<file path="src/rtl/sfx_arbiter_pkg.sv">
// Shared types for the sound-effect arbiter: FSM state codes, effect IDs
// and small helpers that map between effect IDs and pending-bit positions.
package sfx_arbiter_pkg;

    typedef enum logic [1:0] {
        ST_IDLE  = 2'd0,
        ST_MUSIC = 2'd1,
        ST_SFX   = 2'd2,
        ST_DONE  = 2'd3
    } state_t;

    typedef enum logic [1:0] {
        SFX_NONE  = 2'd0,
        SFX_WHACK = 2'd1,
        SFX_MISS  = 2'd2,
        SFX_GOVER = 2'd3
    } sfx_id_t;

    // Pending register layout: bit 0 WHACK, bit 1 MISS, bit 2 GAMEOVER.
    localparam int PEND_W = 3;

    // Priority encoder over the pending bits: GAMEOVER > MISS > WHACK.
    function automatic sfx_id_t pick_sfx(input logic [PEND_W-1:0] pend);
        sfx_id_t id;
        if (pend[2])      id = SFX_GOVER;
        else if (pend[1]) id = SFX_MISS;
        else if (pend[0]) id = SFX_WHACK;
        else              id = SFX_NONE;
        return id;
    endfunction

    // One-hot pending bit belonging to an effect ID (zero for SFX_NONE).
    function automatic logic [PEND_W-1:0] sfx_bit(input sfx_id_t id);
        logic [PEND_W-1:0] b;
        case (id)
            SFX_WHACK: b = 3'b001;
            SFX_MISS:  b = 3'b010;
            SFX_GOVER: b = 3'b100;
            default:   b = 3'b000;
        endcase
        return b;
    endfunction

endpackage

</file>
<file path="src/rtl/sfx_arbiter_if.sv">
// Bundle between the game-state side (sound controller) and the arbiter.
// Signalling: sample_enable, music_rewind and req_* are single-cycle pulses
// sampled on the rising clock edge; music_on is a level. There is no
// back-pressure: requests are latched unconditionally and served by priority.
// On the output side sfx_done is a one-cycle pulse, everything else is a level.
// dbg_state / dbg_pending expose the FSM state and pending register.
interface sfx_arbiter_if
    import sfx_arbiter_pkg::*;
#(
    parameter int AW = 23
) ();

    logic          sample_enable;
    logic          music_on;
    logic          music_rewind;
    logic          req_whack;
    logic          req_miss;
    logic          req_gameover;

    logic [AW-1:0] rom_address;
    logic          audio_valid;
    logic [1:0]    playing_sfx;
    logic [AW-1:0] music_address;
    logic          sfx_done;

    state_t        dbg_state;
    logic [2:0]    dbg_pending;

    // Sound controller side: drives requests, observes playback.
    modport master (
        output sample_enable, music_on, music_rewind,
        output req_whack, req_miss, req_gameover,
        input  rom_address, audio_valid, playing_sfx, music_address, sfx_done,
        input  dbg_state, dbg_pending
    );

    // Arbiter side.
    modport slave (
        input  sample_enable, music_on, music_rewind,
        input  req_whack, req_miss, req_gameover,
        output rom_address, audio_valid, playing_sfx, music_address, sfx_done,
        output dbg_state, dbg_pending
    );

endinterface

</file>
<file path="src/rtl/sfx_arbiter_segment_player.sv">
// Plays one contiguous ROM segment: loads start/end, advances one address
// per step, and flags when the current address is the last sample.
// A single instance is reloaded for every effect.
module sfx_arbiter_segment_player #(
    parameter int AW = 23
) (
    input  logic          clk,
    input  logic          reset,
    input  logic          i_load,
    input  logic [AW-1:0] i_start,
    input  logic [AW-1:0] i_end,
    input  logic          i_step,
    output logic [AW-1:0] o_addr,
    output logic          o_last
);

    logic [AW-1:0] r_addr;
    logic [AW-1:0] r_end;

    // Load has priority over stepping; stepping stops at the last sample.
    always_ff @(posedge clk) begin
        if (reset) begin
            r_addr <= '0;
            r_end  <= '0;
        end else if (i_load) begin
            r_addr <= i_start;
            r_end  <= i_end;
        end else if (i_step && !o_last) begin
            r_addr <= r_addr + 1'b1;
        end
    end

    assign o_addr = r_addr;
    assign o_last = (r_addr == r_end);

endmodule

</file>
<file path="src/rtl/sfx_arbiter.sv">
// Shares the audio sample ROM read port between background music and the
// WHACK / MISS / GAMEOVER effects. Holds the pending requests, the priority
// grant, the music pointer and the playback FSM; effect addresses come from
// the segment player. The music pointer only moves in MUSIC, so it doubles
// as the saved resume position while an effect plays.
module sfx_arbiter
    import sfx_arbiter_pkg::*;
#(
    parameter int            AW          = 23,
    parameter logic [AW-1:0] MUSIC_START = 23'h0,
    parameter logic [AW-1:0] MUSIC_END   = 23'h4FFFF,
    parameter logic [AW-1:0] WHACK_START = 23'h50000,
    parameter logic [AW-1:0] WHACK_END   = 23'h52FFF,
    parameter logic [AW-1:0] MISS_START  = 23'h53000,
    parameter logic [AW-1:0] MISS_END    = 23'h56FFF,
    parameter logic [AW-1:0] GOVER_START = 23'h57000,
    parameter logic [AW-1:0] GOVER_END   = 23'h5EFFF
) (
    input  logic           clk,
    input  logic           reset,
    sfx_arbiter_if.slave   bus
);

    state_t              r_state;
    state_t              w_state_nxt;
    logic [PEND_W-1:0]   r_pending;
    logic [PEND_W-1:0]   w_req;
    logic [PEND_W-1:0]   w_clr;
    sfx_id_t             r_cur;
    sfx_id_t             w_pick;
    sfx_id_t             w_grant_id;
    logic                w_load;
    logic                w_seg_step;
    logic                w_music_step;
    logic [AW-1:0]       r_music_ptr;
    logic [AW-1:0]       r_last_addr;
    logic [AW-1:0]       w_rom_addr;
    logic [AW-1:0]       w_seg_start;
    logic [AW-1:0]       w_seg_end;
    logic [AW-1:0]       w_seg_addr;
    logic                w_seg_last;

    assign w_req  = {bus.req_gameover, bus.req_miss, bus.req_whack};
    assign w_pick = pick_sfx(r_pending);

    // Next-state logic: grants, preemption by GAMEOVER, and stepping enables.
    always_comb begin
        w_state_nxt  = r_state;
        w_load       = 1'b0;
        w_grant_id   = SFX_NONE;
        w_seg_step   = 1'b0;
        w_music_step = 1'b0;
        case (r_state)
            ST_IDLE: begin
                if (|r_pending) begin
                    w_state_nxt = ST_SFX;
                    w_load      = 1'b1;
                    w_grant_id  = w_pick;
                end else if (bus.music_on) begin
                    w_state_nxt = ST_MUSIC;
                end
            end
            ST_MUSIC: begin
                if (|r_pending) begin
                    w_state_nxt = ST_SFX;
                    w_load      = 1'b1;
                    w_grant_id  = w_pick;
                end else if (!bus.music_on) begin
                    w_state_nxt = ST_IDLE;
                end else begin
                    w_music_step = bus.sample_enable;
                end
            end
            ST_SFX: begin
                // Only GAMEOVER may cut into a running lower-priority effect.
                if (r_pending[2] && (r_cur != SFX_GOVER)) begin
                    w_load     = 1'b1;
                    w_grant_id = SFX_GOVER;
                end else if (bus.sample_enable) begin
                    if (w_seg_last) w_state_nxt = ST_DONE;
                    else            w_seg_step  = 1'b1;
                end
            end
            ST_DONE: begin
                if (|r_pending) begin
                    w_state_nxt = ST_SFX;
                    w_load      = 1'b1;
                    w_grant_id  = w_pick;
                end else if (bus.music_on) begin
                    w_state_nxt = ST_MUSIC;
                end else begin
                    w_state_nxt = ST_IDLE;
                end
            end
            default: w_state_nxt = ST_IDLE;
        endcase
    end

    // Segment bounds for whichever effect is being granted this cycle.
    always_comb begin
        w_seg_start = WHACK_START;
        w_seg_end   = WHACK_END;
        case (w_grant_id)
            SFX_MISS: begin
                w_seg_start = MISS_START;
                w_seg_end   = MISS_END;
            end
            SFX_GOVER: begin
                w_seg_start = GOVER_START;
                w_seg_end   = GOVER_END;
            end
            default: begin
                w_seg_start = WHACK_START;
                w_seg_end   = WHACK_END;
            end
        endcase
    end

    assign w_clr = w_load ? sfx_bit(w_grant_id) : '0;

    // FSM state and currently playing effect ID.
    always_ff @(posedge clk) begin
        if (reset) begin
            r_state <= ST_IDLE;
            r_cur   <= SFX_NONE;
        end else begin
            r_state <= w_state_nxt;
            if (w_load) r_cur <= w_grant_id;
        end
    end

    // Sticky pending bits; a request arriving with its own grant re-arms it.
    always_ff @(posedge clk) begin
        if (reset) r_pending <= '0;
        else       r_pending <= (r_pending & ~w_clr) | w_req;
    end

    // Music pointer: rewind from any state, otherwise step and wrap in MUSIC.
    always_ff @(posedge clk) begin
        if (reset) begin
            r_music_ptr <= MUSIC_START;
        end else if (bus.music_rewind) begin
            r_music_ptr <= MUSIC_START;
        end else if (w_music_step) begin
            if (r_music_ptr == MUSIC_END) r_music_ptr <= MUSIC_START;
            else                          r_music_ptr <= r_music_ptr + 1'b1;
        end
    end

    sfx_arbiter_segment_player #(
        .AW (AW)
    ) u_player (
        .clk     (clk),
        .reset   (reset),
        .i_load  (w_load),
        .i_start (w_seg_start),
        .i_end   (w_seg_end),
        .i_step  (w_seg_step),
        .o_addr  (w_seg_addr),
        .o_last  (w_seg_last)
    );

    // ROM address source: music pointer, effect address, or the held value.
    always_comb begin
        case (r_state)
            ST_MUSIC: w_rom_addr = r_music_ptr;
            ST_SFX:   w_rom_addr = w_seg_addr;
            default:  w_rom_addr = r_last_addr;
        endcase
    end

    // Remember the last presented address so IDLE/DONE can hold it.
    always_ff @(posedge clk) begin
        if (reset) r_last_addr <= MUSIC_START;
        else       r_last_addr <= w_rom_addr;
    end

    assign bus.rom_address   = w_rom_addr;
    assign bus.audio_valid   = (r_state == ST_MUSIC) || (r_state == ST_SFX);
    assign bus.playing_sfx   = (r_state == ST_SFX) ? r_cur : SFX_NONE;
    assign bus.music_address = r_music_ptr;
    assign bus.sfx_done      = (r_state == ST_DONE);
    assign bus.dbg_state     = r_state;
    assign bus.dbg_pending   = r_pending;

endmodule

</file>
<file path="src/flat_wrapper.sv">
// flat-port wrapper written by rule: the top's interface ports become plain ports
module sfx_arbiter_flat import sfx_arbiter_pkg::*;
#(
    parameter int            AW          = 23,
    parameter logic [AW-1:0] MUSIC_START = 23'h0,
    parameter logic [AW-1:0] MUSIC_END   = 23'h4FFFF,
    parameter logic [AW-1:0] WHACK_START = 23'h50000,
    parameter logic [AW-1:0] WHACK_END   = 23'h52FFF,
    parameter logic [AW-1:0] MISS_START  = 23'h53000,
    parameter logic [AW-1:0] MISS_END    = 23'h56FFF,
    parameter logic [AW-1:0] GOVER_START = 23'h57000,
    parameter logic [AW-1:0] GOVER_END   = 23'h5EFFF
)
  (clk, reset, bus_sample_enable, bus_music_on, bus_music_rewind, bus_req_whack, bus_req_miss, bus_req_gameover, bus_rom_address, bus_audio_valid, bus_playing_sfx, bus_music_address, bus_sfx_done, bus_dbg_state, bus_dbg_pending);
  sfx_arbiter_if #(.AW(AW)) bus_i ();
  input  logic clk;
  input  logic reset;
  input wire logic [$bits(bus_i.sample_enable)-1:0] bus_sample_enable;
  input wire logic [$bits(bus_i.music_on)-1:0] bus_music_on;
  input wire logic [$bits(bus_i.music_rewind)-1:0] bus_music_rewind;
  input wire logic [$bits(bus_i.req_whack)-1:0] bus_req_whack;
  input wire logic [$bits(bus_i.req_miss)-1:0] bus_req_miss;
  input wire logic [$bits(bus_i.req_gameover)-1:0] bus_req_gameover;
  output wire logic [$bits(bus_i.rom_address)-1:0] bus_rom_address;
  output wire logic [$bits(bus_i.audio_valid)-1:0] bus_audio_valid;
  output wire logic [$bits(bus_i.playing_sfx)-1:0] bus_playing_sfx;
  output wire logic [$bits(bus_i.music_address)-1:0] bus_music_address;
  output wire logic [$bits(bus_i.sfx_done)-1:0] bus_sfx_done;
  output wire logic [$bits(bus_i.dbg_state)-1:0] bus_dbg_state;
  output wire logic [$bits(bus_i.dbg_pending)-1:0] bus_dbg_pending;
  assign bus_i.sample_enable = bus_sample_enable;
  assign bus_i.music_on = bus_music_on;
  assign bus_i.music_rewind = bus_music_rewind;
  assign bus_i.req_whack = bus_req_whack;
  assign bus_i.req_miss = bus_req_miss;
  assign bus_i.req_gameover = bus_req_gameover;
  assign bus_rom_address = bus_i.rom_address;
  assign bus_audio_valid = bus_i.audio_valid;
  assign bus_playing_sfx = bus_i.playing_sfx;
  assign bus_music_address = bus_i.music_address;
  assign bus_sfx_done = bus_i.sfx_done;
  assign bus_dbg_state = bus_i.dbg_state;
  assign bus_dbg_pending = bus_i.dbg_pending;
  sfx_arbiter #(.AW(AW), .MUSIC_START(MUSIC_START), .MUSIC_END(MUSIC_END), .WHACK_START(WHACK_START), .WHACK_END(WHACK_END), .MISS_START(MISS_START), .MISS_END(MISS_END), .GOVER_START(GOVER_START), .GOVER_END(GOVER_END)) u_core (.clk(clk), .reset(reset), .bus(bus_i));
endmodule
</file>
<file path="config.mk">
export PLATFORM = sky130hd
export DESIGN_NAME = sfx_arbiter_flat
export DESIGN_NICKNAME = d
export VERILOG_FILES = /design/src/rtl/sfx_arbiter_pkg.sv /design/src/rtl/sfx_arbiter_if.sv /design/src/rtl/sfx_arbiter_segment_player.sv /design/src/rtl/sfx_arbiter.sv /design/src/flat_wrapper.sv
export SDC_FILE = /design/constraint.sdc
export NUM_CORES = 1
export LEC_CHECK = 0
export CAP_MARGIN = 30
export CORE_MARGIN = 2
export CORE_UTILIZATION = 57
export DETAILED_ROUTE_END_ITERATION = 12
export DONT_BUFFER_PORTS = 1
export GPL_TIMING_DRIVEN = 0
export PLACE_DENSITY = 0.75
export SLEW_MARGIN = 40
export SYNTH_ARGS = -nofsm -noshare
export SYNTH_HDL_FRONTEND = slang
export SYNTH_SLANG_ARGS = --single-unit
</file>
<file path="constraint.sdc">
create_clock -name clk -period 2.2 [get_ports clk]
set_input_delay 0.33 -clock clk [delete_from_list [all_inputs] [get_ports clk]]
set_output_delay 0.33 -clock clk [all_outputs]
set_load 0.01 [all_outputs]
</file>
==> results of run 1 <==
## stage by stage
step / power, mW / hold WS, ps
3_5_place_dp: 3.78 / 459
6_report: 5.93 / 91.5
5_1_grt: 6.22 / 96.1
4_1_cts: 5.43 / 92.5
2_1_floorplan: 3.38 / 447
3_3_place_gp: 3.74 / 453
## synth_stat cells (3+ instances only)
cell,n,share of area
a21oi_1,37,0.048
a22oi_1,23,0.045
and2_1,4,0.0065
and3_1,4,0.0065
and4_1,3,0.0068
buf_1,6,0.0058
buf_2,5,0.0065
clkbuf_1,17,0.016
dfxtp_1,79,0.41
ha_1,8,0.026
inv_1,8,0.0078
nand2_1,25,0.024
nand3_1,15,0.019
nand4_1,14,0.023
nor2_1,87,0.084
nor2b_1,25,0.040
nor3_1,15,0.019
nor4_1,12,0.019
o21ai_0,5,0.0065
xnor2_1,27,0.061
xor2_1,15,0.034
## worst max-delay path: cells and delay by family (launching register included)
kind | cells | cell delay [ps]
and+or+nand+nor | 2 | 900
AOI/OAI and AO/OA | 2 | 470
adders and majority gates | 1 | 190
buffers and inverters | 2 | 200
DFF | 1 | 390
## kinds of logic after synthesis
| kind of cell | count (synthesis) | synth area share |
|---|---|---|
| adder cells (fa/ha/maj) | 8 | 0.0258 |
| multiplexers | 2 | 0.00517 |
| flip-flops | 79 | 0.408 |
| buffers and inverters | 37 | 0.0394 |
| XOR/XNOR | 42 | 0.0950 |
| AND/OR/NAND/NOR | 219 | 0.287 |
| AO/OA/AOI/OAI | 83 | 0.139 |
## area by class of cell
cell class	count	area (µm²)	share of cell area
Multi-Input combinational cell	354	2500	0.522
Sequential cell	79	1610	0.336
Buffer	25	190	0.0396
Timing Repair Buffer	15	151	0.0315
Clock buffer	10	138	0.0287
Tap cell	80	100	0.0208
Clock inverter	6	68.8	0.0143
Inverter	8	36.3	0.00756
## metal layers
metal  wire length [µm]  global-route usage
met5                  0                   0
met4                250               0.124
met3                511              0.0610
met2               5250               0.449
met1               4550               0.348
## state kept, by name, summed over array words and instances, names as in the netlist, named ones only
register / cells
u_core.r_cur: 2
u_core.bus.dbg_state: 1
u_core.u_player.r_end: 3
u_core.bus.music_address: 23
u_core.u_player.o_addr: 23
u_core.r_last_addr: 23
u_core.bus.dbg_pending: 3
## where the power goes
| group | total [mW] | internal [mW] | switching (mW) | leakage (nW) |
|---|---|---|---|---|
| Combinational | 2.95 | 1.19 | 1.76 | 0.859 |
| Sequential | 1.85 | 1.70 | 0.152 | 0.653 |
| Clock | 1.14 | 0.561 | 0.575 | 0.103 |
| Total | 5.93 | 3.45 | 2.48 | 1.62 |
## how the worst max path moves through the flow
stage,end,slack [ps]
after floorplan,u_core.u_player.o_addr[19]$_SDFFE_PP0P_,6
after global placement,u_core.bus.music_address[7]$_SDFFE_PP0P_,-480
after detailed placement,u_core.bus.music_address[6]$_SDFFE_PP0P_,-520
after CTS,bus_rom_address[12],-2
after global routing,u_core.u_player.o_addr[19]$_SDFFE_PP0P_,-70
final,u_core.u_player.o_addr[19]$_SDFFE_PP0P_,-20
## what timing repair did
action	4_1_cts	5_1_grt
resized for setup	83	46
setup buffers	6	7
pin swaps	6	12
cloned	0	2
hold buffers	0	0
endpoints found under the hold margin	0	0
endpoints found under the setup margin	96	63
==> out/results.txt, run 1 <==
outcome: complete, but fails checks
failing checks: negative setup slack
post-route ant nets: 0
Residual DRC: 0
most frequent cells in the layout: nor2_1 (87), dfxtp_1 (63), xnor2_1 (27)
CTS Buffer Depth: 2
Worst path slowest cell: or4b_4
largest net degree at the start of global routing: 15
Area Growth Syn to Fin: 23.9%
crit share post-route: 1.01
Die ar.: 0.00747 mm²
Worst Path Arrival: 2510 ps
Placement Cell Area: 0.00399 mm²
dpl cells: 550
min-delay src: bus_req_miss
RR Endpoint: u_core.u_player.o_addr[19]$_SDFFE_PP0P_
DP HPWL: 6.76 mm
register area share after synthesis: 0.408
Vias: 3540
Die W: 86.4 µm
synth unique cells: 50
site row count: 30
max-slew violations: 0
syn nets: 486
Avg WL per Cell: 18.3 µm
Detailed Routing Iterations Pass 1: 5
cell area after layout: 0.00480 mm²
gp weighted congestion: 0.876
vias in the first global route: 3327
initial antenna violation count: 0
Chip Height: 86.4 µm
Overflow after GRT: 0
leakage: 1.62 nW
Cells after Synth: 470
Post-Syn Area: 0.00387 mm²
CTS tree: done
critical path's largest stage delay: 560 ps
RSZ-0062 raised after global routing: yes
drt total wl: 10.6 mm
Fillers: 473
core area: 0.00668 mm²
CP endpoint kind: flop
Worst Path Class, Setup: flop to flop
FF+latch count, synth: 79
Initial Util: 0.580
crit path launch: u_core.bus.dbg_state[0]$_SDFFE_PP0P_
DP Worst Slack: -525 ps
Critical Path, Cell by Cell: clkinvlp_4 -> ha_4 -> inv_4 -> a211o_4 -> or4b_4 -> or3_4 -> a21oi_2
CP Max Fanout: 7
VDD IR max: 0.000620 V
minimum clock period: 2220 ps
Worst Slack Setup Final: -20.2 ps
Setup TNS: -24.1 ps
Yosys warning count: 0
Max Clock Skew: 13.5 ps
first-pass GRT wire length: 16.3 mm
worst reg2reg path startpoint: u_core.bus.dbg_state[0]$_SDFFE_PP0P_
EDFF count, synth: 0
Critical Path Source Type: flop
worst path required time: 2490 ps
Worst Tran Pin Value: 603 ps
endpoints failing setup: 5
Reg2Reg Depth: 7
Hold Path End: u_core.bus.dbg_pending[1]$_SDFF_PP0_
fraction of registers with async set/reset: 0
Hold WC Path Type: primary input to flop
CTS Root Cell: clkbuf_8
Max Freq: 450 MHz
total clock buffers created by CTS: 9
Slew HR: 0.598
io pins: 63
most used flip-flop cell after synthesis: dfxtp_1
CTS H-tree depth: 3
hold depth: 2
# port buffers: 0
CTS sink cnt: 79
FF-to-FF setup slack: -20 ps
drt via density: 6.14
Fin. Hold Viols: 0
fin util: 0.719
commonest non-fill, non-tap cell in the layout: nor2_1
n_diodes: 0
post-synthesis average cell area: 8.24 µm²
share of layout cells above drive strength 1: 0.278
Skew-Pair Late Insertion Delay: 360 ps
nets@finish: 508
Initial DRC Count: 207
Worst-path clk slew: 80 ps
maximum capacitance violations: 0
GRT Total Usage: 0.275
power per cell area: 1240 mW/mm²
fin cells: 577
Power figures use the tool's default switching activity.
==> run 2: changes to the inputs <==
--- a/config.mk
+++ b/config.mk
@@ -16,3 +16,4 @@
 export SYNTH_ARGS = -nofsm -noshare
 export SYNTH_HDL_FRONTEND = slang
 export SYNTH_SLANG_ARGS = --single-unit
+export TNS_END_PERCENT = 30
==> run 2 against run 1 <==
Effect of this change:
- the flow now finishes without violations
- core utilization decreased by 3.0 points
- clock power about the same
- sequential share of layout area increased by 1.6 points
==> out/results.txt, run 2 (same netlist as run 1, synthesis figures left out) <==
FF-to-FF setup slack: 40 ps (was -20 ps)
minimum clock period: 2160 ps (was 2220 ps)
Placement Cell Area: 0.00399 mm² (about the same)
largest net degree at the start of global routing: 14 (was 15)
CTS Root Cell: clkbuf_8 (unchanged)
Detailed Routing Iterations Pass 1: 5 (unchanged)
# port buffers: 0 (unchanged)
Worst Path Class, Setup: flop to flop (unchanged)
site row count: 30 (unchanged)
critical path's largest stage delay: 560 ps (about the same)
Avg WL per Cell: 18.2 µm (was 18.3 µm)
CTS tree: done (unchanged)
max-slew violations: 0 (unchanged)
Vias: 3523 (was 3540)
outcome: finished, final reports clean (was complete, but fails checks)
Area Growth Syn to Fin: 18.8% (was 23.9%)
Residual DRC: 0 (unchanged)
total clock buffers created by CTS: 9 (unchanged)
first-pass GRT wire length: 15.9 mm (was 16.3 mm)
Initial Util: 0.580 (unchanged)
maximum capacitance violations: 0 (unchanged)
Max Clock Skew: 10.4 ps (was 13.5 ps)
leakage: 1.57 nW (was 1.62 nW)
CTS sink cnt: 79 (unchanged)
Worst path slowest cell: or4_4 (was or4b_4)
hold depth: 2 (unchanged)
power per cell area: 1180 mW/mm² (was 1240 mW/mm²)
commonest non-fill, non-tap cell in the layout: nor2_1 (unchanged)
Worst-path clk slew: 80 ps (about the same)
Critical Path Source Type: flop (unchanged)
RSZ-0062 raised after global routing: yes (unchanged)
io pins: 63 (unchanged)
Skew-Pair Late Insertion Delay: 370 ps (was 360 ps)
Initial DRC Count: 219 (was 207)
drt total wl: 10.4 mm (was 10.6 mm)
Hold WC Path Type: primary input to flop (unchanged)
Critical Path, Cell by Cell: nand4_4 -> or4_4 -> a211oi_4 -> buf_6 -> a21o_2 -> a211oi_1 -> a31o_2 (was clkinvlp_4 -> ha_4 -> inv_4 -> a211o_4 -> or4b_4 -> or3_4 -> a21oi_2)
Worst Path Arrival: 2410 ps (was 2510 ps)
nets@finish: 502 (was 508)
vias in the first global route: 3285 (was 3327)
Die ar.: 0.00747 mm² (unchanged)
DP HPWL: 6.78 mm (was 6.76 mm)
Die W: 86.4 µm (unchanged)
Overflow after GRT: 0 (unchanged)
n_diodes: 0 (unchanged)
worst hold slack: 93.2 ps (was 91.5 ps)
CP endpoint kind: flop (unchanged)
VDD IR max: 0.000501 V (was 0.000620 V)
most frequent cells in the layout: nor2_1 (87), dfxtp_1 (63), xnor2_1 (27) (unchanged)
cell area after layout: 0.00460 mm² (was 0.00480 mm²)
Reg2Reg Depth: 7 (unchanged)
Max Freq: 464 MHz (was 450 MHz)
core area: 0.00668 mm² (unchanged)
Worst Tran Pin Value: 563 ps (was 603 ps)
worst path required time: 2460 ps (was 2490 ps)
initial antenna violation count: 0 (unchanged)
drt via density: 6.17 (was 6.14)
CTS H-tree depth: 3 (unchanged)
# hold bufs at CTS: 0 (unchanged)
post-route ant nets: 0 (unchanged)
CP Max Fanout: 7 (unchanged)
Slew HR: 0.625 (was 0.598)
GRT Total Usage: 0.271 (was 0.275)
share of layout cells above drive strength 1: 0.228 (was 0.278)
CTS Buffer Depth: 2 (unchanged)
gp weighted congestion: 0.904 (was 0.876)
Chip Height: 86.4 µm (unchanged)
crit share post-route: 0.981 (was 1.01)
Fin. Hold Viols: 0 (unchanged)
endpoints failing setup: 0 (was 5)
## run 2: cell types whose count changed in the layout (fill, tap and decap cells not counted), sizes merged
cell      before  now
clkinv         3    4
clkinvlp       2    0
buf           28   19
clkbuf        22   26
## run 2: area by class of cell
| type | instances | area (µm²) |
|---|---|---|
| Fill cell | 515 | 2080 |
| Inverter | 8 | 35.0 |
| Multi-Input combinational cell | 354 | 2380 |
| Buffer | 24 | 173 |
| Sequential cell | 79 | 1620 |
| Clock inverter | 5 | 57.6 |
| Clock buffer | 11 | 141 |
| Tap cell | 80 | 100 |
| Timing Repair Buffer | 10 | 100 |
## run 2: layer usage
layer  track usage  up-vias  part of all wire
met4        0.0895        0             0.019
met2         0.437      122              0.48
met5             0        -                 0
li1              -     1660                 -
met1         0.358     1720              0.44
met3        0.0657       21             0.054
## run 2: path summary, 6_finish.rpt
kind                                       endpoint                                   start
max                                            flop  u_core.u_player.o_addr[8]$_SDFFE_PP0P_
max reg2reg                                    flop  u_core.u_player.o_addr[8]$_SDFFE_PP0P_
min reg2reg  u_core.u_player.r_end[15]$_SDFFE_PP0N_  u_core.u_player.r_end[15]$_SDFFE_PP0N_
min            u_core.bus.dbg_pending[0]$_SDFF_PP0_                           bus_req_whack
## run 2: worst max-delay path: cells and delay by family, from the launching register on
family,cells,cell delay (ps)
flip-flops,1,410
AND/OR/NAND/NOR,2,720
buffers and inverters,1,180
AO/OA/AOI/OAI,4,730
## run 2: report_power, final
part / switching [mW] / internal, mW
Combinational: 1.55 / 0.910
Sequential: 0.156 / 1.70
Clock: 0.556 / 0.556
Total: 2.26 / 3.17
## run 2: timing repair
item	in CTS	in global routing
buffers inserted	5	4
endpoints found under the setup margin	96	63
pin swaps	5	12
cloned	0	1
gates resized for setup	65	41
## run 2: stage by stage
step,setup WS [ps],utilization,power [mW],instances,TNS (ps)
4_1_cts,-15.6,0.666,5.26,569,-28.8
6_report,42.6,0.689,5.43,571,0
2_1_floorplan,-10.7,-,3.38,470,-10.7
3_5_place_dp,-564,0.597,3.78,550,-30280
3_3_place_gp,-487,0.597,3.74,550,-24590
5_1_grt,-35.0,0.689,5.70,571,-276
==> run 3: changes to the inputs <==
--- a/config.mk
+++ b/config.mk
@@ -11,6 +11,7 @@
 export DETAILED_ROUTE_END_ITERATION = 12
 export DONT_BUFFER_PORTS = 1
 export GPL_TIMING_DRIVEN = 0
+export HOLD_SLACK_MARGIN = 0.02
 export PLACE_DENSITY = 0.75
 export SLEW_MARGIN = 40
 export SYNTH_ARGS = -nofsm -noshare
==> results of run 3 <==
No change in the layout: final DEF, timing and power equal those of run 2.
